$ cat config.mk
export PLATFORM = sky130hd
export DESIGN_NAME = rmii_rx_deframer
export DESIGN_NICKNAME = d
export VERILOG_FILES = /design/src/rtl/rmii_rx_deframer.sv
export SDC_FILE = /design/constraint.sdc
export NUM_CORES = 1
export LEC_CHECK = 0
export CAP_MARGIN = 10
export CORE_ASPECT_RATIO = 1.4
export CORE_MARGIN = 2
export CORE_UTILIZATION = 45
export CTS_BUF_LIST = sky130_fd_sc_hd__clkbuf_8 sky130_fd_sc_hd__clkbuf_16
export CTS_CLUSTER_DIAMETER = 200
export DETAILED_ROUTE_END_ITERATION = 10
export DONT_BUFFER_PORTS = 1
export GPL_ROUTABILITY_DRIVEN = 0
export PLACE_DENSITY = 0.73
export REMOVE_ABC_BUFFERS = 1
export SYNTH_ARGS = -nofsm -noshare
export SYNTH_HDL_FRONTEND = slang
export SYNTH_SLANG_ARGS = --single-unit
$ cat constraint.sdc
create_clock -name clk_50MHz -period 2 [get_ports clk_50MHz]
set_input_delay 0.4 -clock clk_50MHz [delete_from_list [all_inputs] [get_ports clk_50MHz]]
set_output_delay 0.4 -clock clk_50MHz [all_outputs]
set_load 0.02 [all_outputs]
$ cat src/rtl/rmii_rx_deframer.sv
// RMII receive deframer: preamble/SFD hunt, dibit-to-byte assembly, CRC-32 check, frame status and counters.
// Latency: rx_valid/rx_eof rise 2 clk_50MHz cycles after the 4th dibit / first CRS low on the pins.
// Backpressure: none; the sink must take every rx_valid byte, and there is no stall path to the PHY.
module rmii_rx_deframer #(
    parameter int PRE_MIN = 8,
    parameter int MIN_LEN = 64,
    parameter int MAX_LEN = 1518
) (
    input  logic        clk_50MHz,
    input  logic        reset_n,
    input  logic        CRS,
    input  logic        RX0,
    input  logic        RX1,
    output logic [7:0]  rx_data,
    output logic        rx_valid,
    output logic        rx_sof,
    output logic        rx_eof,
    output logic [2:0]  rx_err,
    output logic [10:0] rx_len,
    output logic [15:0] rx_good_cnt,
    output logic [15:0] rx_bad_cnt
);

    localparam int              PCW         = $clog2(PRE_MIN + 1);
    localparam logic [PCW-1:0]  PRE_SAT     = PCW'(PRE_MIN);
    localparam logic [10:0]     LEN_MIN     = 11'(MIN_LEN);
    localparam logic [10:0]     LEN_MAX     = 11'(MAX_LEN);
    localparam logic [10:0]     LEN_SAT     = 11'h7FF;
    localparam logic [31:0]     CRC_POLY    = 32'hEDB88320;
    localparam logic [31:0]     CRC_RESIDUE = 32'hDEBB20E3;

    typedef enum logic [1:0] {WAIT_IDLE, HUNT, PREAMBLE, DATA} state_t;

    state_t          state, state_nxt;
    logic            crs_q;
    logic [1:0]      dib_q;
    logic [PCW-1:0]  pre_cnt;
    logic [1:0]      phase;
    logic [5:0]      shift_q;
    logic [10:0]     len_q;
    logic [31:0]     crc_q;
    logic            giant;

    logic            pre_load, pre_inc, start, shift_en, emit, set_giant, eof;
    logic [7:0]      cur_byte;
    logic [10:0]     len_inc;
    logic [2:0]      err_now;

    // Byte-wise reflected CRC-32 update, LSB first.
    function automatic logic [31:0] crc_byte(input logic [31:0] c, input logic [7:0] b);
        logic [31:0] r;
        r = c ^ {24'd0, b};
        for (int i = 0; i < 8; i++) begin
            r = r[0] ? ((r >> 1) ^ CRC_POLY) : (r >> 1);
        end
        return r;
    endfunction

    // Earlier dibits sit in shift_q, the current one completes the byte MSB-side.
    assign cur_byte = {dib_q, shift_q};
    assign len_inc  = (len_q == LEN_SAT) ? len_q : len_q + 11'd1;
    assign err_now  = {phase != 2'd0,
                       (len_q < LEN_MIN) || (len_q > LEN_MAX),
                       crc_q != CRC_RESIDUE};

    // PHY pins registered once; crs_q resets high so a frame already in flight
    // at reset release is ignored until the line has actually gone idle.
    always_ff @(posedge clk_50MHz or negedge reset_n) begin
        if (!reset_n) begin
            crs_q <= 1'b1;
            dib_q <= 2'b00;
        end else begin
            crs_q <= CRS;
            dib_q <= {RX1, RX0};
        end
    end

    // FSM state register.
    always_ff @(posedge clk_50MHz or negedge reset_n) begin
        if (!reset_n) state <= WAIT_IDLE;
        else          state <= state_nxt;
    end

    // Next-state and per-cycle control strobes for the datapath.
    always_comb begin
        state_nxt = state;
        pre_load  = 1'b0;
        pre_inc   = 1'b0;
        start     = 1'b0;
        shift_en  = 1'b0;
        emit      = 1'b0;
        set_giant = 1'b0;
        eof       = 1'b0;
        case (state)
            WAIT_IDLE: begin
                if (!crs_q) state_nxt = HUNT;
            end
            HUNT: begin
                if (crs_q) begin
                    if (dib_q == 2'b01) begin
                        pre_load  = 1'b1;
                        state_nxt = PREAMBLE;
                    end else begin
                        state_nxt = WAIT_IDLE;
                    end
                end
            end
            PREAMBLE: begin
                if (!crs_q) begin
                    state_nxt = HUNT;
                end else if (dib_q == 2'b01) begin
                    pre_inc = 1'b1;
                end else if (dib_q == 2'b11 && pre_cnt >= PRE_SAT) begin
                    start     = 1'b1;
                    state_nxt = DATA;
                end else begin
                    state_nxt = WAIT_IDLE;
                end
            end
            DATA: begin
                if (!crs_q) begin
                    eof       = 1'b1;
                    state_nxt = HUNT;
                end else if (!giant) begin
                    shift_en = 1'b1;
                    if (phase == 2'd3) begin
                        if (len_q == LEN_MAX) set_giant = 1'b1;
                        else                  emit      = 1'b1;
                    end
                end
            end
            default: state_nxt = WAIT_IDLE;
        endcase
    end

    // Preamble counter, saturating once the minimum has been met.
    always_ff @(posedge clk_50MHz or negedge reset_n) begin
        if (!reset_n)                        pre_cnt <= '0;
        else if (pre_load)                   pre_cnt <= PCW'(1);
        else if (pre_inc && pre_cnt != PRE_SAT) pre_cnt <= pre_cnt + PCW'(1);
    end

    // Frame datapath: byte assembly, CRC, length and the giant freeze.
    always_ff @(posedge clk_50MHz or negedge reset_n) begin
        if (!reset_n) begin
            phase   <= 2'd0;
            shift_q <= 6'd0;
            len_q   <= 11'd0;
            crc_q   <= 32'hFFFFFFFF;
            giant   <= 1'b0;
        end else if (start) begin
            phase <= 2'd0;
            len_q <= 11'd0;
            crc_q <= 32'hFFFFFFFF;
            giant <= 1'b0;
        end else begin
            if (shift_en) begin
                shift_q <= {dib_q, shift_q[5:2]};
                phase   <= phase + 2'd1;
            end
            if (emit) begin
                crc_q <= crc_byte(crc_q, cur_byte);
                len_q <= len_inc;
            end
            if (set_giant) begin
                giant <= 1'b1;
                len_q <= len_inc;
            end
        end
    end

    // Output strobes, held status and frame counters.
    always_ff @(posedge clk_50MHz or negedge reset_n) begin
        if (!reset_n) begin
            rx_data     <= 8'd0;
            rx_valid    <= 1'b0;
            rx_sof      <= 1'b0;
            rx_eof      <= 1'b0;
            rx_err      <= 3'd0;
            rx_len      <= 11'd0;
            rx_good_cnt <= 16'd0;
            rx_bad_cnt  <= 16'd0;
        end else begin
            rx_valid <= emit;
            rx_sof   <= emit && (len_q == 11'd0);
            rx_eof   <= eof;
            if (emit) rx_data <= cur_byte;
            if (eof) begin
                rx_err <= err_now;
                rx_len <= len_q;
                if (err_now == 3'd0) rx_good_cnt <= rx_good_cnt + 16'd1;
                else                 rx_bad_cnt  <= rx_bad_cnt + 16'd1;
            end
        end
    end

endmodule

==> impl_metrics.py, run 1 <==
metrics = {
    "run_status": {
        "run_status": "complete, but fails checks",
        "violated_checks": "hold timing, setup timing",
    },
    "route": {
        "routed_wire_length_per_instance_um": 19.8,
        "routed_via_density": 5.70,
        "drt_drc_violations_left": 0,
        "drt_pass1_iterations": 4,
        "drt-total-wl_um": 16400,
        "post_route_antenna_net_violation_count": 0,
        "initialDrtViolationCount": 255,
        "vias": 4718,
    },
    "synthesis": {
        "post_synthesis_xor_xnor_area_fraction": 0.178,
        "synth_top_family_by_area": "simple AND/OR/NAND/NOR gates",
        "synth-seq-area-share": 0.506,
        "asyncSetResetFlopFracSynth": 1.00,
        "synth_enable_flop_cells": 0,
        "post_synth_num_cell_types": 54,
        "ys_seq_elements": 118,
        "simple_logic_cell_fraction_of_the_synthesized_area": 0.182,
        "yosys-mux-area-fraction": 0.0203,
        "syn_area_per_cell_um2": 10.5,
        "synth_warnings": 0,
        "ys.flop_type": "sky130_fd_sc_hd__dfrtp_1",
        "syn_inst": 563,
        "syn_area_um2": 5910,
        "synth_compound_area_frac": 0.0605,
        "adder_cell_fraction_of_synth_area": 0.0254,
    },
    "sta": {
        "clock.fmax_ghz": 0.423,
        "clock_skew_ns": 0.00804,
        "fin_worst_hold_slack_ns": -0.325,
        "finalSetupViolCount": 74,
        "slew_headroom": 0.630,
        "worst_slack_ns": -0.362,
        "worst_pin_slew_ns": 0.553,
        "fin_crit_sh": 1.18,
        "final_layout_setup_total_negative_slack_ns": -12.53,
        "setup_repair_after_global_routing_missed_its_margin": "true",
        "report.final.slew_viol_count": 0,
        "post-route-min-period_ns": 2.36,
        "hold_violation_count_in_the_final_report": 118,
    },
    "placement": {
        "post-dp-hpwl_um": 9450,
        "io_buffers": 0,
        "place_ws_ns": -0.349,
        "place_inst": 772,
    },
    "global_route": {
        "grt.total_usage": 0.206,
        "busiest_layer": "met2",
        "grt_max_degree": 119,
        "via_count_of_the_first_global_routing_pass": 4648,
        "met3_routing_resource_usage_after_global_routing": 0.0643,
        "grtUsageMet1": 0.215,
        "grt_antenna_before_repair": 0,
        "globalRouteMet2Util": 0.370,
        "grt_remaining_overflow": 0,
        "grt_first_pass_wirelength_um": 22600,
    },
    "setup_path": {
        "worst-endpoint-arrival_ns": 2.66,
        "endpoint_required_time_on_the_critical_path_ns": 2.30,
        "worst-path-max-fanout": 2,
        "critical_path_class": "flop to flop",
        "r2r_setup_slack_ns": -0.36,
        "worstSetupEndpointType": "flop",
        "critPathLaunchType": "flop",
    },
    "flow_run": {
        "maxCapViolations": 0,
    },
    "hold_path": {
        "hold_crit_class": "input pin to async pin",
    },
    "final_layout": {
        "most-common-layout-cells": "sky130_fd_sc_hd__dfrtp_1 (85), sky130_fd_sc_hd__buf_4 (81), sky130_fd_sc_hd__xnor2_1 (72), sky130_fd_sc_hd__nand2_1 (70), sky130_fd_sc_hd__dfstp_2 (33)",
        "fraction_of_the_core_area_covered_by_cells_at_the_end_of_the_flow": 0.622,
        "layout_commonest_cell": "sky130_fd_sc_hd__dfrtp_1",
        "drive_gt1_frac": 0.379,
        "n_antenna_cell": 0,
        "finish.net_count": 679,
        "synthToLayoutAreaGrowth_pct": 34.8,
        "post_layout_nonfiller_instances": 828,
    },
    "clock_network": {
        "htreeDepth": 4,
        "clock-sinks": 118,
        "clock_path_buffers": 2,
        "clkLatencyLatePin_ns": 0.42,
        "clk_root_buffer_cell": "sky130_fd_sc_hd__clkbuf_16",
        "tritoncts_clock_tree": "yes",
        "worst_setup_hold_path_clk_slew_ns": 0.06,
        "number_of_clock_buffers_inserted_by_tritoncts": 17,
    },
    "power": {
        "leakagePower_nw": 3.71,
        "p_per_area_nw_per_um2": 1790,
        "vdd_ir_drop_max_mv": 0.835,
    },
    "floorplan": {
        "number_of_placement_rows": 49,
        "design.core.area_um2": 12800,
        "effective_utilization_at_floorplan": 0.461,
        "boundaryPins": 62,
        "floorplan.die.height_um": 140,
        "floorplan.die_area_um2": 14100,
        "dieWidth_um": 101,
    },
}
[per-layer routing]
metal | up-vias | routed length [um]
met4 | 0 | 756
met2 | 181 | 8980
met3 | 50 | 863
met1 | 2383 | 5800
li1 | 2104 | -
met5 | - | 0
[worst max-delay path: stages (launching register included)]
cell and delay [ns]:
sky130_fd_sc_hd__dfstp_2 0.54, sky130_fd_sc_hd__or4b_4 0.48, sky130_fd_sc_hd__nor4_4 0.31, sky130_fd_sc_hd__o2111ai_2 0.23, sky130_fd_sc_hd__buf_4 0.19, sky130_fd_sc_hd__or2_4 0.23, sky130_fd_sc_hd__mux2_2 0.26
[power breakdown]
part           internal [mW]  switching, mW
logic                   3.61           3.82
clock network           1.89           1.10
registers               3.13          0.688
[cell usage after synthesis, types with 2 or more instances]
cell,instances,share of area
sky130_fd_sc_hd__a21oi_1,9,0.0076
sky130_fd_sc_hd__a31oi_1,2,0.0021
sky130_fd_sc_hd__and3_1,6,0.0063
sky130_fd_sc_hd__buf_1,3,0.0019
sky130_fd_sc_hd__buf_2,4,0.0034
sky130_fd_sc_hd__clkbuf_1,13,0.0083
sky130_fd_sc_hd__clkinv_1,2,0.0013
sky130_fd_sc_hd__dfrtp_1,85,0.36
sky130_fd_sc_hd__dfstp_2,33,0.15
sky130_fd_sc_hd__ha_1,12,0.025
sky130_fd_sc_hd__inv_1,16,0.010
sky130_fd_sc_hd__mux2_2,8,0.015
sky130_fd_sc_hd__mux2i_1,3,0.0051
sky130_fd_sc_hd__nand2_1,109,0.069
sky130_fd_sc_hd__nand2b_1,4,0.0042
sky130_fd_sc_hd__nand3_1,23,0.019
sky130_fd_sc_hd__nand4_1,10,0.011
sky130_fd_sc_hd__nand4b_1,5,0.0074
sky130_fd_sc_hd__nor2_1,21,0.013
sky130_fd_sc_hd__nor3_1,9,0.0076
sky130_fd_sc_hd__nor3_2,4,0.0068
sky130_fd_sc_hd__nor4_1,11,0.012
sky130_fd_sc_hd__o211ai_1,24,0.030
sky130_fd_sc_hd__o21ai_0,8,0.0068
sky130_fd_sc_hd__o31ai_1,2,0.0025
sky130_fd_sc_hd__or2_2,2,0.0021
sky130_fd_sc_hd__or3_1,3,0.0032
sky130_fd_sc_hd__xnor2_1,75,0.11
sky130_fd_sc_hd__xnor2_2,4,0.011
sky130_fd_sc_hd__xor2_1,28,0.041
sky130_fd_sc_hd__xor2_2,2,0.0055
[registers in the layout (all words and copies together), names as in the netlist]
register and flops:
crc_q 32, crs_q 1, dib_q 2, giant 1
len_q 11, phase 2, pre_cnt 4, rx_bad_cnt 16
rx_data 8, rx_eof 1, rx_err 3, rx_good_cnt 16
rx_len 11, rx_sof 1, rx_valid 1, shift_q 6
state 2
[stage by stage]
| step | area [um^2] | power [mW] |
|---|---|---|
| after floorplan | 5810 | 8.07 |
| after global placement | 6660 | 10.0 |
| after detailed placement | 6660 | 10.2 |
| after CTS | 7420 | 13.4 |
| after global routing | 7970 | 14.9 |
| final | 7970 | 14.2 |
[final timing paths]
kind	from	endpoint	cells after the start
min in group clk_50MHz	crc_q[29]	crc_q[29]	2
max	crc_q[13]	rx_good_cnt[1]	6
min reg2reg	crc_q[29]	crc_q[29]	2
max in group asynchronous	reset_n	crc_q[3]	0
min	reset_n	rx_good_cnt[10]	0
max reg2reg	crc_q[13]	rx_good_cnt[1]	6
[cells by family after synthesis]
group / after synthesis
compound gates: 53
buf+inv: 40
xor+xnor: 111
mux: 11
fa+ha+maj: 12
flops: 118
simple gates: 218
[area by class of cell]
class | instances | area (um^2)
Fill cell | 886 | 4840
Multi-Input combinational cell | 406 | 3160
Sequential cell | 118 | 2990
Timing Repair Buffer | 101 | 962
Clock buffer | 19 | 453
Tap cell | 153 | 191
Clock inverter | 13 | 134
Inverter | 18 | 75.1
[timing repair]
item / 4_1_cts / 5_1_grt
setup buffers: 4 / 7
hold buffers: 1 / 2
resized for setup: 24 / 77
pin swaps: 4 / 34
setup endpoints to repair: 50 / 76
endpoints found under the hold margin: 119 / 120
gates cloned: 1 / 10
Note: power is estimated with default switching activity, not from simulation.
==> inputs of run 2 (changes only) <==
- CAP_MARGIN: 10 -> 20
==> results of run 2 <==
Final layout, timing and power as in run 1 (identical DEF).
==> inputs of run 3 (changes only) <==
- CORE_MARGIN: 2 -> default
==> run 3 against run 2 <==
  * The run ends with DRC, hold timing, setup timing left
  * Via count is 0.40% higher
  * Clock power is 12% higher
  * Global-route usage is 4.8 points higher
  * Die area is 3.4% lower
  * Design area is 3.1% higher
  * Final cell count is 1.3% higher
  * Worst hold slack worse by 0.0048 ns
  * Worst setup slack worse by 0.0098 ns
  * Clock-buffer cell count is 1 higher
  * Sequential share of layout area is 1.1 points lower
  * Sequential power hardly changed
  * Critical path type unchanged
  * Largest cell class unchanged
  * Largest power group unchanged
==> impl_metrics.py, run 3 (synthesis gave the netlist of run 1 again) <==
metrics = {
    "run_status": {
        "run_status": "complete, but fails checks",
        "violated_checks": "DRC, hold timing, setup timing",
    },
    "sta": {
        "fin_crit_sh": 1.19,
        "final_layout_setup_total_negative_slack_ns": -10.38,
        "report.final.slew_viol_count": 0,
        "clock.fmax_ghz": 0.422,
        "worst_pin_slew_ns": 0.504,
        "hold_violation_count_in_the_final_report": 118,
        "fin_worst_hold_slack_ns": -0.330,
        "slew_headroom": 0.660,
        "post-route-min-period_ns": 2.37,
        "finalSetupViolCount": 71,
        "clock_skew_ns": 0.00839,
        "worst_slack_ns": -0.372,
        "setup_repair_after_global_routing_missed_its_margin": "true",
    },
    "final_layout": {
        "n_antenna_cell": 0,
        "layout_commonest_cell": "sky130_fd_sc_hd__buf_4",
        "most-common-layout-cells": "sky130_fd_sc_hd__buf_4 (86), sky130_fd_sc_hd__dfrtp_1 (85), sky130_fd_sc_hd__nand2_1 (69), sky130_fd_sc_hd__xnor2_1 (69), sky130_fd_sc_hd__dfstp_2 (33)",
        "largest_register_ffs": 32,
        "drive_gt1_frac": 0.402,
        "synthToLayoutAreaGrowth_pct": 39.1,
        "reg.largest.list": "crc_q: 32 flops, rx_bad_cnt: 16 flops, rx_good_cnt: 16 flops",
        "largest-register": "crc_q",
        "fraction_of_the_core_area_covered_by_cells_at_the_end_of_the_flow": 0.642,
        "finish.net_count": 691,
    },
    "clock_network": {
        "clkLatencyLatePin_ns": 0.42,
        "clock_path_buffers": 2,
        "number_of_clock_buffers_inserted_by_tritoncts": 17,
        "clock-sinks": 118,
        "htreeDepth": 4,
        "tritoncts_clock_tree": "yes",
        "worst_setup_hold_path_clk_slew_ns": 0.05,
        "clk_root_buffer_cell": "sky130_fd_sc_hd__clkbuf_16",
    },
    "power": {
        "leakagePower_nw": 3.81,
        "p_per_area_nw_per_um2": 1860,
        "vdd_ir_drop_max_mv": 1.04,
    },
    "route": {
        "drt-total-wl_um": 16800,
        "routed_via_density": 5.65,
        "drt_drc_violations_left": 2,
        "vias": 4737,
        "initialDrtViolationCount": 237,
        "post_route_antenna_net_violation_count": 0,
        "drt_pass1_iterations": 7,
        "routed_wire_length_per_instance_um": 20.0,
    },
    "global_route": {
        "grt.total_usage": 0.254,
        "grt_first_pass_wirelength_um": 26000,
        "grt_remaining_overflow": 0,
        "grt_max_degree": 119,
        "grt_antenna_before_repair": 0,
        "via_count_of_the_first_global_routing_pass": 5051,
    },
    "setup_path": {
        "r2r_setup_slack_ns": -0.37,
        "endpoint_required_time_on_the_critical_path_ns": 2.30,
        "timing.rr.start": "crc_q[13]",
        "worst-endpoint-arrival_ns": 2.68,
        "worst-path-max-fanout": 2,
        "critical_path_class": "flop to flop",
        "ff2ff_path_depth": 6,
        "critPathLaunchType": "flop",
        "worstSetupStartpoint": "crc_q[13]",
        "worstSetupEndpointType": "flop",
        "regToRegEndpoint": "rx_good_cnt[1]",
    },
    "floorplan": {
        "effective_utilization_at_floorplan": 0.461,
        "number_of_placement_rows": 49,
        "floorplan.die.height_um": 138,
        "boundaryPins": 62,
        "dieWidth_um": 98.9,
        "design.core.area_um2": 12800,
        "floorplan.die_area_um2": 13600,
    },
    "flow_run": {
        "maxCapViolations": 0,
    },
    "placement": {
        "place_ws_ns": -0.321,
        "post-dp-hpwl_um": 9280,
        "io_buffers": 0,
    },
    "hold_path": {
        "hold_crit_class": "input pin to async pin",
    },
}
-- run 3: cell count changes in the layout (fill, tap and decap cells not counted), sizes merged --
cell,before,now
clkbuf,24,21
clkinvlp,4,1
clkinv,6,5
bufinv,2,5
nand2b,5,4
inv,19,18
buf,93,110
-- run 3: area by class of cell --
type,count,area (um^2)
Sequential cell,118,2990
Timing Repair Buffer,114,1130
Fill cell,857,4590
Inverter,18,80.1
Tap cell,153,191
Multi-Input combinational cell,405,3180
Clock buffer,20,467
Clock inverter,11,180
-- run 3: routing by layer --
metal,track usage,up-vias,part of all wire
li1,-,2133,-
met1,0.257,2381,0.35
met2,0.462,172,0.55
met3,0.0649,51,0.051
met4,0.166,0,0.047
met5,0,-,0
-- run 3: per-stage QoR --
stage          cell area, um^2  std cells  power, mW
6_report                  8220        839       15.3
5_1_grt                   8220        839       16.0
4_1_cts                   7970        837       14.4
3_5_place_dp              6720        785       10.7
3_3_place_gp              6720        785       10.6
2_1_floorplan             5810        541       8.07
-- run 3: worst max-delay path by stage --
| stage | to | slack [ns] |
|---|---|---|
| 4_1_cts | rx_good_cnt[15] | -0.27 |
| 3_5_place_dp | rx_good_cnt[12] | -0.32 |
| 6_report | rx_good_cnt[1] | -0.37 |
| 3_3_place_gp | rx_good_cnt[14] | -0.24 |
| 2_1_floorplan | rx_data[0] | -1.51 |
| 5_1_grt | rx_good_cnt[1] | -0.44 |
-- run 3: timing repair --
| item | 4_1_cts | 5_1_grt |
|---|---|---|
| hold buffers | 1 | 2 |
| cloned | 9 | 1 |
| endpoints found under the setup margin | 72 | 86 |
| gates resized for setup | 65 | 67 |
| pin swaps | 27 | 24 |
| endpoints found under the hold margin | 119 | 120 |
| buffers inserted | 11 | 3 |
-- run 3: worst max-delay path: stages (launching register included) --
cell and delay, ns:
sky130_fd_sc_hd__dfstp_2 0.52, sky130_fd_sc_hd__or4b_4 0.47, sky130_fd_sc_hd__nor4_4 0.33, sky130_fd_sc_hd__o2111ai_2 0.22
sky130_fd_sc_hd__buf_4 0.19, sky130_fd_sc_hd__or2_4 0.25, sky130_fd_sc_hd__mux2_2 0.28
-- run 3: power by group --
part	total, mW	switching [mW]	internal [mW]	leakage (nW)
Combinational	8.16	4.08	4.08	2.00
Sequential	3.79	0.664	3.12	1.48
Clock	3.34	1.06	2.28	0.324
Total	15.3	5.81	9.49	3.81
